File: config.mk
export PLATFORM = sky130hd
export DESIGN_NAME = alu_sequencer
export DESIGN_NICKNAME = d
export VERILOG_FILES = /design/src/rtl/alu_pkg.sv /design/src/rtl/bcd_fix.sv /design/src/rtl/alu_sequencer.sv
export SDC_FILE = /design/constraint.sdc
export NUM_CORES = 1
export LEC_CHECK = 0
export BUFFER_PORTS_ARGS = -buffer_cell sky130_fd_sc_hd__buf_4
export CAP_MARGIN = 20
export CORE_MARGIN = 3
export CORE_UTILIZATION = 49
export CTS_BUF_LIST = sky130_fd_sc_hd__clkbuf_2 sky130_fd_sc_hd__clkbuf_4 sky130_fd_sc_hd__clkbuf_8
export DETAILED_ROUTE_END_ITERATION = 10
export GPL_TIMING_DRIVEN = 1
export PLACE_DENSITY = 0.76
export SETUP_SLACK_MARGIN = 0.05
export SLEW_MARGIN = 20
export SYNTH_ARGS = -nofsm -noshare
export SYNTH_HDL_FRONTEND = slang
export SYNTH_SLANG_ARGS = --single-unit
File: constraint.sdc
create_clock -name i_clk -period 1.85 [get_ports i_clk]
set_input_delay 0.0925 -clock i_clk [delete_from_list [all_inputs] [get_ports i_clk]]
set_output_delay 0.0925 -clock i_clk [all_outputs]
set_load 0.01 [all_outputs]
File: src/rtl/alu_pkg.sv
// alu_pkg: shared encodings, widths and payload types for the ALU sequencer.
//   op_e         - ALU operation codes (also driven on the ALU ctrl port)
//   seq_state_e  - sequencer FSM states
//   req_t        - latched request payload
//   BCD_*        - decimal-correction constants
package alu_pkg;

    localparam int unsigned DATA_W = 8;
    localparam int unsigned OP_W   = 4;

    typedef enum logic [OP_W-1:0] {
        OP_ADD = 4'd0,
        OP_OR  = 4'd1,
        OP_XOR = 4'd2,
        OP_AND = 4'd3,
        OP_SR  = 4'd4
    } op_e;

    typedef enum logic [1:0] {
        S_IDLE = 2'd0,
        S_EXEC = 2'd1,
        S_ADJ  = 2'd2,
        S_DONE = 2'd3
    } seq_state_e;

    typedef struct packed {
        logic [OP_W-1:0]   op;
        logic [DATA_W-1:0] a;
        logic [DATA_W-1:0] b;
        logic              ci;
        logic              dec;
    } req_t;

    localparam logic [DATA_W-1:0] BCD_LO_FIX = 8'h06;
    localparam logic [DATA_W-1:0] BCD_HI_FIX = 8'h60;
    localparam logic [3:0]        BCD_LO_MAX = 4'd9;
    localparam logic [DATA_W-1:0] BCD_HI_MAX = 8'h99;

    // Codes above OP_SR are reserved and reported as errors.
    function automatic logic op_legal(input logic [OP_W-1:0] op);
        return op <= OP_W'(OP_SR);
    endfunction

endpackage

File: src/rtl/bcd_fix.sv
// bcd_fix: decimal-correction term for a packed-BCD add, from the binary result.
//   i_sum     in  8  binary sum from the ALU
//   i_co_bin  in  1  binary carry out
//   i_hc      in  1  half carry out of the low nibble
//   o_fix_c   out 8  correction byte to add (0x00/0x06/0x60/0x66), combinational
//   o_carry_c out 1  decimal carry out, combinational
module bcd_fix
    import alu_pkg::*;
(
    input  logic [DATA_W-1:0] i_sum,
    input  logic              i_co_bin,
    input  logic              i_hc,
    output logic [DATA_W-1:0] o_fix_c,
    output logic              o_carry_c
);

    logic w_lo_fix;
    logic w_hi_fix;

    // A nibble needs +6 if it overflowed in binary or left the 0..9 range.
    always_comb begin
        w_lo_fix  = i_hc || (i_sum[3:0] > BCD_LO_MAX);
        w_hi_fix  = i_co_bin || (i_sum > BCD_HI_MAX);
        o_fix_c   = (w_lo_fix ? BCD_LO_FIX : '0) | (w_hi_fix ? BCD_HI_FIX : '0);
        o_carry_c = w_hi_fix;
    end

endmodule

File: src/rtl/alu_sequencer.sv
// alu_sequencer: accepts one ALU operation per request, drives the external
// binary ALU (plus a second pass for decimal ADD), and holds the registered
// result and N/V/Z/C flags until the consumer takes it.
//   i_clk, i_rst                    clock, async active-high reset
//   i_req_valid / o_req_ready       request handshake (ready only in IDLE)
//   i_req_op/_a/_b/_ci/_dec         operation, operands, carry in, decimal mode
//   o_alu_ctrl/_ai/_bi/_ci/_d       ALU drive (alu_d always 0)
//   i_alu_out, i_alu_co             ALU result and carry out
//   o_rsp_valid / i_rsp_ready       response handshake
//   o_rsp_data/_n/_v/_z/_c/_err     result, flags, illegal-op indication
module alu_sequencer
    import alu_pkg::*;
(
    input  logic              i_clk,
    input  logic              i_rst,
    input  logic              i_req_valid,
    output logic              o_req_ready,
    input  logic [OP_W-1:0]   i_req_op,
    input  logic [DATA_W-1:0] i_req_a,
    input  logic [DATA_W-1:0] i_req_b,
    input  logic              i_req_ci,
    input  logic              i_req_dec,
    output logic [OP_W-1:0]   o_alu_ctrl,
    output logic [DATA_W-1:0] o_alu_ai,
    output logic [DATA_W-1:0] o_alu_bi,
    output logic              o_alu_ci,
    output logic              o_alu_d,
    input  logic [DATA_W-1:0] i_alu_out,
    input  logic              i_alu_co,
    output logic              o_rsp_valid,
    input  logic              i_rsp_ready,
    output logic [DATA_W-1:0] o_rsp_data,
    output logic              o_rsp_n,
    output logic              o_rsp_v,
    output logic              o_rsp_z,
    output logic              o_rsp_c,
    output logic              o_rsp_err
);

    seq_state_e        r_state, w_state_nxt;
    req_t              r_req, w_req_nxt, w_req_in;
    logic              r_req_ready, w_req_ready_nxt;
    logic              r_rsp_valid, w_rsp_valid_nxt;
    logic [DATA_W-1:0] r_rsp_data, w_rsp_data_nxt;
    logic              r_rsp_n, w_rsp_n_nxt;
    logic              r_rsp_v, w_rsp_v_nxt;
    logic              r_rsp_z, w_rsp_z_nxt;
    logic              r_rsp_c, w_rsp_c_nxt;
    logic              r_rsp_err, w_rsp_err_nxt;
    logic [OP_W-1:0]   r_alu_ctrl, w_alu_ctrl_nxt;
    logic [DATA_W-1:0] r_alu_ai, w_alu_ai_nxt;
    logic [DATA_W-1:0] r_alu_bi, w_alu_bi_nxt;
    logic              r_alu_ci, w_alu_ci_nxt;

    logic              w_load_rsp;
    logic [4:0]        w_hc_sum;
    logic              w_hc;
    logic              w_add_v;
    logic [DATA_W-1:0] w_bcd_fix;
    logic              w_bcd_carry;

    // Incoming request payload
    always_comb begin
        w_req_in.op  = i_req_op;
        w_req_in.a   = i_req_a;
        w_req_in.b   = i_req_b;
        w_req_in.ci  = i_req_ci;
        w_req_in.dec = i_req_dec;
    end

    // Half carry and signed overflow of the binary add, from latched operands
    always_comb begin
        w_hc_sum = 5'({1'b0, r_req.a[3:0]}) + 5'({1'b0, r_req.b[3:0]}) + 5'(r_req.ci);
        w_hc     = w_hc_sum[4];
        w_add_v  = (r_req.a[7] == r_req.b[7]) && (i_alu_out[7] != r_req.a[7]);
    end

    // Correction is taken from the binary ALU result during EXEC
    bcd_fix u_bcd_fix (
        .i_sum     (i_alu_out),
        .i_co_bin  (i_alu_co),
        .i_hc      (w_hc),
        .o_fix_c   (w_bcd_fix),
        .o_carry_c (w_bcd_carry)
    );

    // Next state and next values of every registered output
    always_comb begin
        w_state_nxt     = r_state;
        w_req_nxt       = r_req;
        w_req_ready_nxt = r_req_ready;
        w_rsp_valid_nxt = r_rsp_valid;
        w_rsp_data_nxt  = r_rsp_data;
        w_rsp_n_nxt     = r_rsp_n;
        w_rsp_v_nxt     = r_rsp_v;
        w_rsp_z_nxt     = r_rsp_z;
        w_rsp_c_nxt     = r_rsp_c;
        w_rsp_err_nxt   = r_rsp_err;
        w_alu_ctrl_nxt  = r_alu_ctrl;
        w_alu_ai_nxt    = r_alu_ai;
        w_alu_bi_nxt    = r_alu_bi;
        w_alu_ci_nxt    = r_alu_ci;
        w_load_rsp      = 1'b0;

        case (r_state)
            S_IDLE: begin
                if (i_req_valid && r_req_ready) begin
                    w_req_nxt       = w_req_in;
                    w_req_ready_nxt = 1'b0;
                    w_state_nxt     = S_EXEC;
                    // ALU inputs are registered here so they are stable through EXEC
                    if (op_legal(i_req_op)) begin
                        w_alu_ctrl_nxt = i_req_op;
                        w_alu_ai_nxt   = i_req_a;
                        w_alu_bi_nxt   = i_req_b;
                        w_alu_ci_nxt   = i_req_ci;
                    end
                end
            end

            S_EXEC: begin
                w_load_rsp    = 1'b1;
                w_state_nxt   = S_DONE;
                w_rsp_v_nxt   = 1'b0;
                w_rsp_err_nxt = 1'b0;
                if (!op_legal(r_req.op)) begin
                    w_rsp_data_nxt = r_req.a;
                    w_rsp_c_nxt    = r_req.ci;
                    w_rsp_err_nxt  = 1'b1;
                end else begin
                    case (r_req.op)
                        OP_W'(OP_ADD): begin
                            w_rsp_v_nxt = w_add_v;
                            if (r_req.dec) begin
                                // Second pass adds the correction to the binary sum
                                w_load_rsp     = 1'b0;
                                w_state_nxt    = S_ADJ;
                                w_rsp_c_nxt    = w_bcd_carry;
                                w_alu_ctrl_nxt = OP_W'(OP_ADD);
                                w_alu_ai_nxt   = i_alu_out;
                                w_alu_bi_nxt   = w_bcd_fix;
                                w_alu_ci_nxt   = 1'b0;
                            end else begin
                                w_rsp_data_nxt = i_alu_out;
                                w_rsp_c_nxt    = i_alu_co;
                            end
                        end
                        OP_W'(OP_SR): begin
                            w_rsp_data_nxt = i_alu_out;
                            w_rsp_c_nxt    = r_req.a[0];
                        end
                        default: begin
                            w_rsp_data_nxt = i_alu_out;
                            w_rsp_c_nxt    = r_req.ci;
                        end
                    endcase
                end
            end

            S_ADJ: begin
                w_load_rsp     = 1'b1;
                w_state_nxt    = S_DONE;
                w_rsp_data_nxt = i_alu_out;
            end

            S_DONE: begin
                if (i_rsp_ready) begin
                    w_rsp_valid_nxt = 1'b0;
                    w_req_ready_nxt = 1'b1;
                    w_state_nxt     = S_IDLE;
                end
            end

            default: begin
                w_state_nxt = S_IDLE;
            end
        endcase

        // N/Z always follow the final result byte
        if (w_load_rsp) begin
            w_rsp_valid_nxt = 1'b1;
            w_rsp_n_nxt     = w_rsp_data_nxt[DATA_W-1];
            w_rsp_z_nxt     = (w_rsp_data_nxt == '0);
        end
    end

    // State and output registers
    always_ff @(posedge i_clk or posedge i_rst) begin
        if (i_rst) begin
            r_state     <= S_IDLE;
            r_req       <= '0;
            r_req_ready <= 1'b1;
            r_rsp_valid <= 1'b0;
            r_rsp_data  <= '0;
            r_rsp_n     <= 1'b0;
            r_rsp_v     <= 1'b0;
            r_rsp_z     <= 1'b0;
            r_rsp_c     <= 1'b0;
            r_rsp_err   <= 1'b0;
            r_alu_ctrl  <= OP_W'(OP_ADD);
            r_alu_ai    <= '0;
            r_alu_bi    <= '0;
            r_alu_ci    <= 1'b0;
        end else begin
            r_state     <= w_state_nxt;
            r_req       <= w_req_nxt;
            r_req_ready <= w_req_ready_nxt;
            r_rsp_valid <= w_rsp_valid_nxt;
            r_rsp_data  <= w_rsp_data_nxt;
            r_rsp_n     <= w_rsp_n_nxt;
            r_rsp_v     <= w_rsp_v_nxt;
            r_rsp_z     <= w_rsp_z_nxt;
            r_rsp_c     <= w_rsp_c_nxt;
            r_rsp_err   <= w_rsp_err_nxt;
            r_alu_ctrl  <= w_alu_ctrl_nxt;
            r_alu_ai    <= w_alu_ai_nxt;
            r_alu_bi    <= w_alu_bi_nxt;
            r_alu_ci    <= w_alu_ci_nxt;
        end
    end

    assign o_req_ready = r_req_ready;
    assign o_rsp_valid = r_rsp_valid;
    assign o_rsp_data  = r_rsp_data;
    assign o_rsp_n     = r_rsp_n;
    assign o_rsp_v     = r_rsp_v;
    assign o_rsp_z     = r_rsp_z;
    assign o_rsp_c     = r_rsp_c;
    assign o_rsp_err   = r_rsp_err;
    assign o_alu_ctrl  = r_alu_ctrl;
    assign o_alu_ai    = r_alu_ai;
    assign o_alu_bi    = r_alu_bi;
    assign o_alu_ci    = r_alu_ci;
    // BCD correction is done here, so the ALU always runs in binary mode
    assign o_alu_d     = 1'b0;

endmodule

Word-level counts from Yosys, hierarchy flattened
Cells that the tools add are included.
W data, S select, Z words.
- register bits: 60
- bits of input ports: 35
- output and inout port bits: 37
- logic and storage cells: 105
- $add $sub $neg: 2
- order comparisons: 4
- equal/unequal tests: 12
- muxes and demuxes: 52
- bitwise operators: 1
- reduce and logical (&&, ||, !) cells: 16
- operator list (operator ; count):
    $mux W8 ; 13
    $pmux W8 S2 ; 3
    $mux W1 ; 21
    $mux W4 ; 5
    $ne A2 B2 Y1 const B ; 6
    $gt A8 B8 Y1 const B ; 1
    $le A4 B3 Y1 const B ; 2
    $logic_not A8 Y1 ; 1
    $or A8 B8 Y8 ; 1
    $pmux W1 S2 ; 4
    $pmux W2 S4 ; 1
    $pmux W4 S2 ; 1
    $reduce_bool A2 Y1 ; 4
    $mux W7 ; 1
    $reduce_and A2 Y1 ; 3
    $reduce_and A6 Y1 ; 1
    $add A4 B4 Y5 ; 1
    $add A5 B1 Y5 ; 1
    $eq A2 B2 Y1 const B ; 2
    $eq A4 B3 Y1 const B ; 1
    $gt A4 B4 Y1 const B ; 1
    $logic_not A4 Y1 ; 1
    $mux W2 ; 2
    $mux W3 ; 1
    7 further kinds ; 9

Longest topological paths before layout
Gate-level depths: netlist of run 1.
- word-level depth: 9
- depth in mapped cells: 8

Modules after synthesis
From an unflattened synthesis of run 1, not the netlist that was laid out.
- cells, all modules: 299
- area total of the unflattened synthesis: 2999.1 µm²
- by module, submodules not included (module ; instances ; cells an instance ; area each (µm²)):
    alu_sequencer ; 1 ; 284 ; 2904.0
    bcd_fix ; 1 ; 15 ; 95.1

Least setup slack after synthesis of run 1
OpenSTA, ideal clock, no wires.
- path type: register to register
- start point: register r_req[18] in the netlist's numbering
- end point: register r_rsp_z, in the netlist o_rsp_z
- library setup time: 0.103 ns
- data arrival time: 1.967 ns
- required time: 1.747 ns
- path slack: -0.221 ns
- cell stages (with the launch flop): 6
- buffers on the path: 0
- period minus slack after synthesis: 2.071 ns
- path through: dfrtp_1 > or4b_1 > a31o_1 > a2111oi_2 > o221ai_1 > o41ai_2
- word-level cells in the longest chain between the ends: 5
- elaborated cells between the ends (all ways): 9
- those cells by class: 1 x order compare; 6 x mux; 2 x reduce/logical
- RTL lines (what ; RTL line ; text):
    from (decl) ; alu_sequencer.sv:41 ; req_t r_req, w_req_nxt, w_req_in;
    from (signal assigned) ; alu_sequencer.sv:206 ; r_req <= w_req_nxt;
    parallel branches: the longest is 5 deep, another holds $le A4 B3 Y1 ; - ;
    to (signal assigned) ; alu_sequencer.sv:212 ; r_rsp_z <= w_rsp_z_nxt;
    to (decl) ; alu_sequencer.sv:47 ; logic r_rsp_z, w_rsp_z_nxt;
Several ways; the timed one is not identified.
A chain may end at the register's enable or synchronous reset.

Worst setup path after layout of run 1
- start point: register r_req[19] in the netlist's numbering
- end point: register r_rsp_z, in the netlist o_rsp_z
The elaborated chain is that of the path after synthesis.

==> impl_metrics.toml, run 1 <==
[pwr]
power.total_mw = 2.69
max-vdd-ir-drop_uv = 615
leakage_nw = 2.19
power_density_mw_per_mm2 = 609

[logic_synthesis]
synth_cell_types = 50
synth_edf_count = 0
ys_seq_elements = 57
yosysWarnings = 0
synthArstFlopShare_pct = 100
synth_flop_cell = "dfrtp_1"
netlist_area_mm2 = 0.00281
syn_avg_cell_area_um2 = 10.5
ys_seq_area_share_pct = 50.7
syn_nets = 311
syn_inst = 268

[detailed_routing]
vias = 2641
ant_nets = 0
drc = 0
firstDrtPassIters = 5
drtIter0Drc = 215
drt_wl_total_um = 8170
routed_via_density = 5.42
avgRoutedWirePerCell_um = 16.8

[critical_path]
startpoint = "r_req[19]"
worstSetupStartpointType = "flip-flop"
critical_path_arrival_ns = 2.38
end_kind = "flip-flop"
r2r_start = "r_req[19]"
worstPathRequired_ns = 2.09
path_class = "flip-flop to flip-flop"
crit_path_max_fanout = 3

[die]
dieHeight_um = 81.8
design.core.area_mm2 = 0.00534
die_area_mm2 = 0.00669
num_io_pins = 72
rows = 26
dieWidth_um = 81.8
initial_core_util_pct = 52.7

[grt]
grt_max_degree = 39
antenna_found_initial = 0
grt_pass1_wl_um = 13100
track_usage_pct = 26.0
globalRouteOverflowTotal = 0
grt_pass1_vias = 2643

[clock_tree]
root_buffer = "clkbuf_8"
cts_buffer_depth = 2
cts_buffers = 9
clock-sinks = 57
insertion_delay_ns = 0.34
cts_tree = "built"
clkSlewWorstSetupHoldPaths_ns = 0.07
htreeDepth = 3

[layout]
fin_nets = 455
drive_gt1_share_pct = 47.5
final_common_cell = "buf_4"
layout-area-overhead-vs-synth_pct = 56.7
mostFrequentLayoutCells = "119 x buf_4, 55 x dfrtp_1, 33 x nand2_1, 19 x mux2_2, 18 x dlygate4sd3_1"
n_antenna_cell = 0

[worst_hold_path]
worstHoldPathType = "input port to flip-flop"
hold_start = "i_req_a[0]"

[sta]
finalSetupViolations = 4
layout_setup_ws_ns = -0.291
rsz0062_at_grt = "true"
worst_clock_skew_ns = 0.00788
report.final.slew_viol_count = 0
max_freq_mhz = 467
final_hold_viol_count = 0
fin_crit_sh_pct = 116
period_needed_ns = 2.14
fin_hold_ws_ns = 0.00741

[place]
dp_hpwl_um = 5390
io_buffers = 70
gp_congestion = 0.899

[outcome]
violations = "setup timing"
status = "complete, but fails checks"

[run]
drv_cap = 0
[power breakdown]
part	switching (mW)	leakage, nW	internal (mW)
Combinational	0.0763	1.34	0.0870
Sequential	0	0.744	1.25
Clock	0.511	0.109	0.766
[sequential cells by signal, indices dropped and copies added, names as in the netlist, 2 cells and up]
| signal | cells |
|---|---|
| o_alu_ai | 8 |
| o_alu_ctrl | 4 |
| r_req | 19 |
| o_rsp_data | 8 |
| r_state | 2 |
| o_alu_bi | 8 |
[cell families after synthesis]
| kind of cell | Yosys count | share of synthesized area (%) |
|---|---|---|
| AO/OA/AOI/OAI | 69 | 16.9 |
| adder cells (fa/ha/maj) | 8 | 3.56 |
| buffers and inverters | 19 | 2.67 |
| flip-flops | 57 | 50.7 |
| multiplexers | 28 | 10.8 |
| other | 1 | 0.133 |
| AND/OR/NAND/NOR | 86 | 15.3 |
[through the flow]
stage / worst slack (ns) / TNS, ns / util (%) / cells / cell area [um^2]
2_1_floorplan: -0.100 / -0.100 / - / 268 / 2830
5_1_grt: -0.365 / -0.615 / 82.7 / 487 / 4410
6_report: -0.291 / -0.366 / 82.7 / 487 / 4410
3_5_place_dp: -0.210 / -0.552 / 70.8 / 445 / 3780
4_1_cts: -0.212 / -0.241 / 79.3 / 481 / 4230
3_3_place_gp: -0.175 / -0.229 / 70.8 / 445 / 3780
[worst max-delay path, stage by stage, from the launching register on]
cell and delay, ns:
dfrtp_1 0.40, or4b_1 0.52, a31o_1 0.26, buf_4 0.15
a2111oi_2 0.31, o221ai_1 0.19, o41ai_2 0.21
[worst paths after layout]
check,slack [ns],cells after the start,end
min in group asynchronous,0.33,3,o_alu_bi[5]
worst max-delay path,-0.29,6,o_rsp_z
worst min-delay path,0.007,2,r_req[10]
max in group asynchronous,0.98,4,r_req[4]
worst min register to register,0.46,2,o_alu_ctrl[1]
worst max register to register,-0.29,6,o_rsp_z
[layout make-up]
| class | count | area, um^2 |
|---|---|---|
| Clock buffer | 10 | 131 |
| Clock inverter | 6 | 82.6 |
| Fill cell | 301 | 925 |
| Inverter | 8 | 30.0 |
| Multi-Input combinational cell | 192 | 1470 |
| Sequential cell | 57 | 1430 |
| Tap cell | 70 | 87.6 |
| Timing Repair Buffer | 144 | 1180 |
[what timing repair did]
action	4_1_cts	5_1_grt
pin swaps	8	11
hold endpoints to repair	31	4
endpoints found under the setup margin	27	31
setup buffers	7	3
resized for setup	16	37
gates cloned	0	0
hold buffers	14	4
[metal layers]
layer	up-vias	GRT usage [%]	share of wire [%]
met3	8	7.68	6.1
met5	-	0	0
met1	1293	33.7	42
li1	1248	-	-
met4	0	6.98	1.1
met2	92	42.5	50
[synthesized netlist by cell type, types with 2 or more instances]
cell type / count / area share (%)
dfrtp_1: 56 / 50
nand2_1: 36 / 4.8
o21ai_0: 21 / 3.7
mux2_2: 19 / 7.6
nand2b_1: 10 / 2.2
nor2_1: 10 / 1.3
clkbuf_1: 9 / 1.2
mux2i_1: 9 / 3.2
ha_1: 8 / 3.6
inv_1: 8 / 1.1
a21o_1: 6 / 1.6
a21oi_1: 6 / 1.1
nand3b_1: 6 / 1.6
o21ai_1: 6 / 1.1
nor2b_1: 5 / 1.1
o21a_1: 5 / 1.3
nor3_1: 4 / 0.71
and2_1: 3 / 0.67
nand3_1: 3 / 0.53
or2_2: 3 / 0.67
a211oi_1: 2 / 0.53
a221oi_1: 2 / 0.62
a222oi_1: 2 / 0.71
a22oi_1: 2 / 0.53
o211ai_1: 2 / 0.53
Note: power is estimated with default switching activity, not from simulation.
==> run 2, diff against run 1 <==
- ABC_AREA: unset -> 1
- CORE_UTILIZATION: 49 -> 48
- CTS_BUF_LIST: sky130_fd_sc_hd__clkbuf_2 sky130_fd_sc_hd__clkbuf_4 sky130_fd_sc_hd__clkbuf_8 -> sky130_fd_sc_hd__clkbuf_16
- PLACE_DENSITY: 0.76 -> 0.74
- REMOVE_ABC_BUFFERS: unset -> 1
==> run 2 against run 1 <==
- global-route usage shrank 4.5 points
- maximum frequency up 24%
- clock power rose by 23%
- area after synthesis is 7.0% higher
- hold slack improved by 0.0043 ns
- sequential share of layout area up 3.1 points
- total power increased to 3.0 times the previous value
- the flow now finishes without violations
- cell count up 10%
==> impl_metrics.toml, run 2 <==
[logic_synthesis]
yosysMostFrequentCell = "nand2_1"
netlist.area_leader.share_pct = 46.5
synth_cell_types = 31
yosysWarnings = 0
syn_inst = 378
ys_seq_area_share_pct = 47.4
netlist_top_cells_area = "dfrtp_1 47%, nand2_1 13%, inv_1 6.6%, a21oi_1 3.8%, o21ai_0 3.5%"
syn_avg_cell_area_um2 = 7.97
ys_seq_elements = 57
synth_flop_cell = "dfrtp_1"
synthArstFlopShare_pct = 100
yosys-top-cells-count = "108 x nand2_1, 56 x dfrtp_1, 53 x inv_1, 23 x a21oi_1, 22 x nor2_1"
netlist_area_mm2 = 0.00301
yosysTopAreaCell = "dfrtp_1"
synth_edf_count = 0

[layout]
largest_register_ffs = 19
mostFrequentLayoutCells = "107 x nand2_1, 78 x buf_4, 56 x dfrtp_1, 51 x inv_1, 22 x nor2_1"
fin_nets = 501
n_antenna_cell = 0
drive_gt1_share_pct = 27.9
regMostFlops = "r_req"
final_common_cell = "nand2_1"
layout-area-overhead-vs-synth_pct = 33.6

[sta]
report.final.slew_viol_count = 0
worst_clock_skew_ns = 0.00816
fin_crit_sh_pct = 93.5
finalSetupTns_ns = 0
rsz0062_at_grt = "true"
layout_setup_ws_ns = 0.120
final_hold_viol_count = 0
finalSetupViolations = 0
max_freq_mhz = 578
period_needed_ns = 1.73

[worst_hold_path]
min_delay_path_depth = 2
worstHoldPathType = "input port to flip-flop"

[clock_tree]
cts_buffer_depth = 2
root_buffer = "clkbuf_16"
clkSlewWorstSetupHoldPaths_ns = 0.05
insertion_delay_ns = 0.33
clock-sinks = 57
cts_buffers = 9
cts_tree = "built"
htreeDepth = 3

[run]
drv_cap = 0

[critical_path]
crit_path_max_fanout = 7
worstPathRequired_ns = 2.07
path_class = "flip-flop to flip-flop"
ff2ff_path_depth = 12
end_kind = "flip-flop"
critical_path_arrival_ns = 1.95
worstSetupStartpointType = "flip-flop"

[grt]
grt_pass1_vias = 2708
grt_max_degree = 38
track_usage_pct = 21.5
grt_pass1_wl_um = 12500
globalRouteOverflowTotal = 0
antenna_found_initial = 0

[die]
rows = 28
initial_core_util_pct = 50.3
die_area_mm2 = 0.00726
design.core.area_mm2 = 0.00599
num_io_pins = 72
dieWidth_um = 85.2
dieHeight_um = 85.2

[pwr]
p_clk_share_pct = 19.9
switching_share_pct = 41.6
leakage_nw = 2.11
combPwrFrac_pct = 51.6
max-vdd-ir-drop_uv = 943
power.total_mw = 7.96
p_seq_share_pct = 28.5
internal-power_mw = 4.65
power_density_mw_per_mm2 = 1980
switchingPower_mw = 3.31

[place]
io_buffers = 70
gp_congestion = 0.839
dp_hpwl_um = 5300
dp_slack_ns = 0.0670

[detailed_routing]
firstDrtPassIters = 4
avgRoutedWirePerCell_um = 13.8
drc = 0
vias = 2833
routed_via_density = 5.27
drtIter0Drc = 223
drt_wl_total_um = 7440
ant_nets = 0

[outcome]
status = "finished, final reports clean"
run 2: cells by family after synthesis:
kind of cell,Yosys count,share of synthesized area [%]
fa+ha+maj,8,3.32
flops,57,47.4
simple gates,166,24.1
mux,6,2.24
buf+inv,75,10.3
compound gates,65,12.5
other cells,1,0.125
run 2: final timing paths:
path	start	to	slack, ns
setup / recovery	r_state[1]	o_rsp_z	0.12
hold / removal	i_req_b[2]	r_req[4]	0.01
setup reg to reg	r_state[1]	o_rsp_z	0.12
hold reg to reg	o_alu_ci	o_alu_ci	0.49
max in group asynchronous	i_rst	o_alu_ai[6]	0.94
min in group asynchronous	i_rst	o_alu_bi[4]	0.34
run 2: layout make-up:
cell class	instances	area, um^2
well taps	75	93.8
flip-flops and latches	57	1430
multi-input cells	246	1310
clock inverters	7	63.8
fillers	502	1970
inverters	59	228
repair buffers	85	677
clock buffers	9	225
run 2: per-layer routing:
| metal | GRT usage (%) | share of wire [%] | up-vias |
|---|---|---|---|
| met1 | 27.8 | 43 | 1360 |
| met4 | 8.35 | 1.2 | 0 |
| met3 | 4.76 | 7.0 | 10 |
| li1 | - | - | 1369 |
| met5 | 0 | 0 | - |
| met2 | 35.2 | 48 | 94 |
run 2: worst max-delay path, cell delays in order (launching register included):
cell and delay, ns:
dfrtp_1 0.40, inv_2 0.08, ha_4 0.29, clkinvlp_4 0.08, buf_4 0.17, buf_4 0.13, buf_4 0.13, nand2_1 0.06
nand2_1 0.08, nand2_1 0.06, nor2_1 0.04, nand2_1 0.05, nand2_1 0.04
run 2: power by group through the flow:
stage | sequential, mW | clock [mW] | combinational, mW
2_1_floorplan | 2.37 | 0 | 2.25
3_3_place_gp | 2.27 | 0 | 3.63
3_5_place_dp | 2.28 | 0 | 3.71
4_1_cts | 2.27 | 1.62 | 3.75
5_1_grt | 2.35 | 1.66 | 4.62
6_report | 2.27 | 1.58 | 4.11
run 2: metrics by stage:
step,hold slack (ns),utilization (%),cell area [um^2],std cells
after floorplan,0.204,-,2920,362
after global placement,0.138,60.3,3610,513
after detailed placement,0.140,60.3,3610,513
after CTS,0.00157,65.4,3920,531
after global routing,0.0142,67.1,4020,538
final,0.0118,67.1,4020,538
run 2: what timing repair did:
action	4_1_cts	5_1_grt
hold buffers	2	0
endpoints found under the setup margin	0	22
resized for setup	0	17
buffers inserted	0	7
hold endpoints to repair	20	0
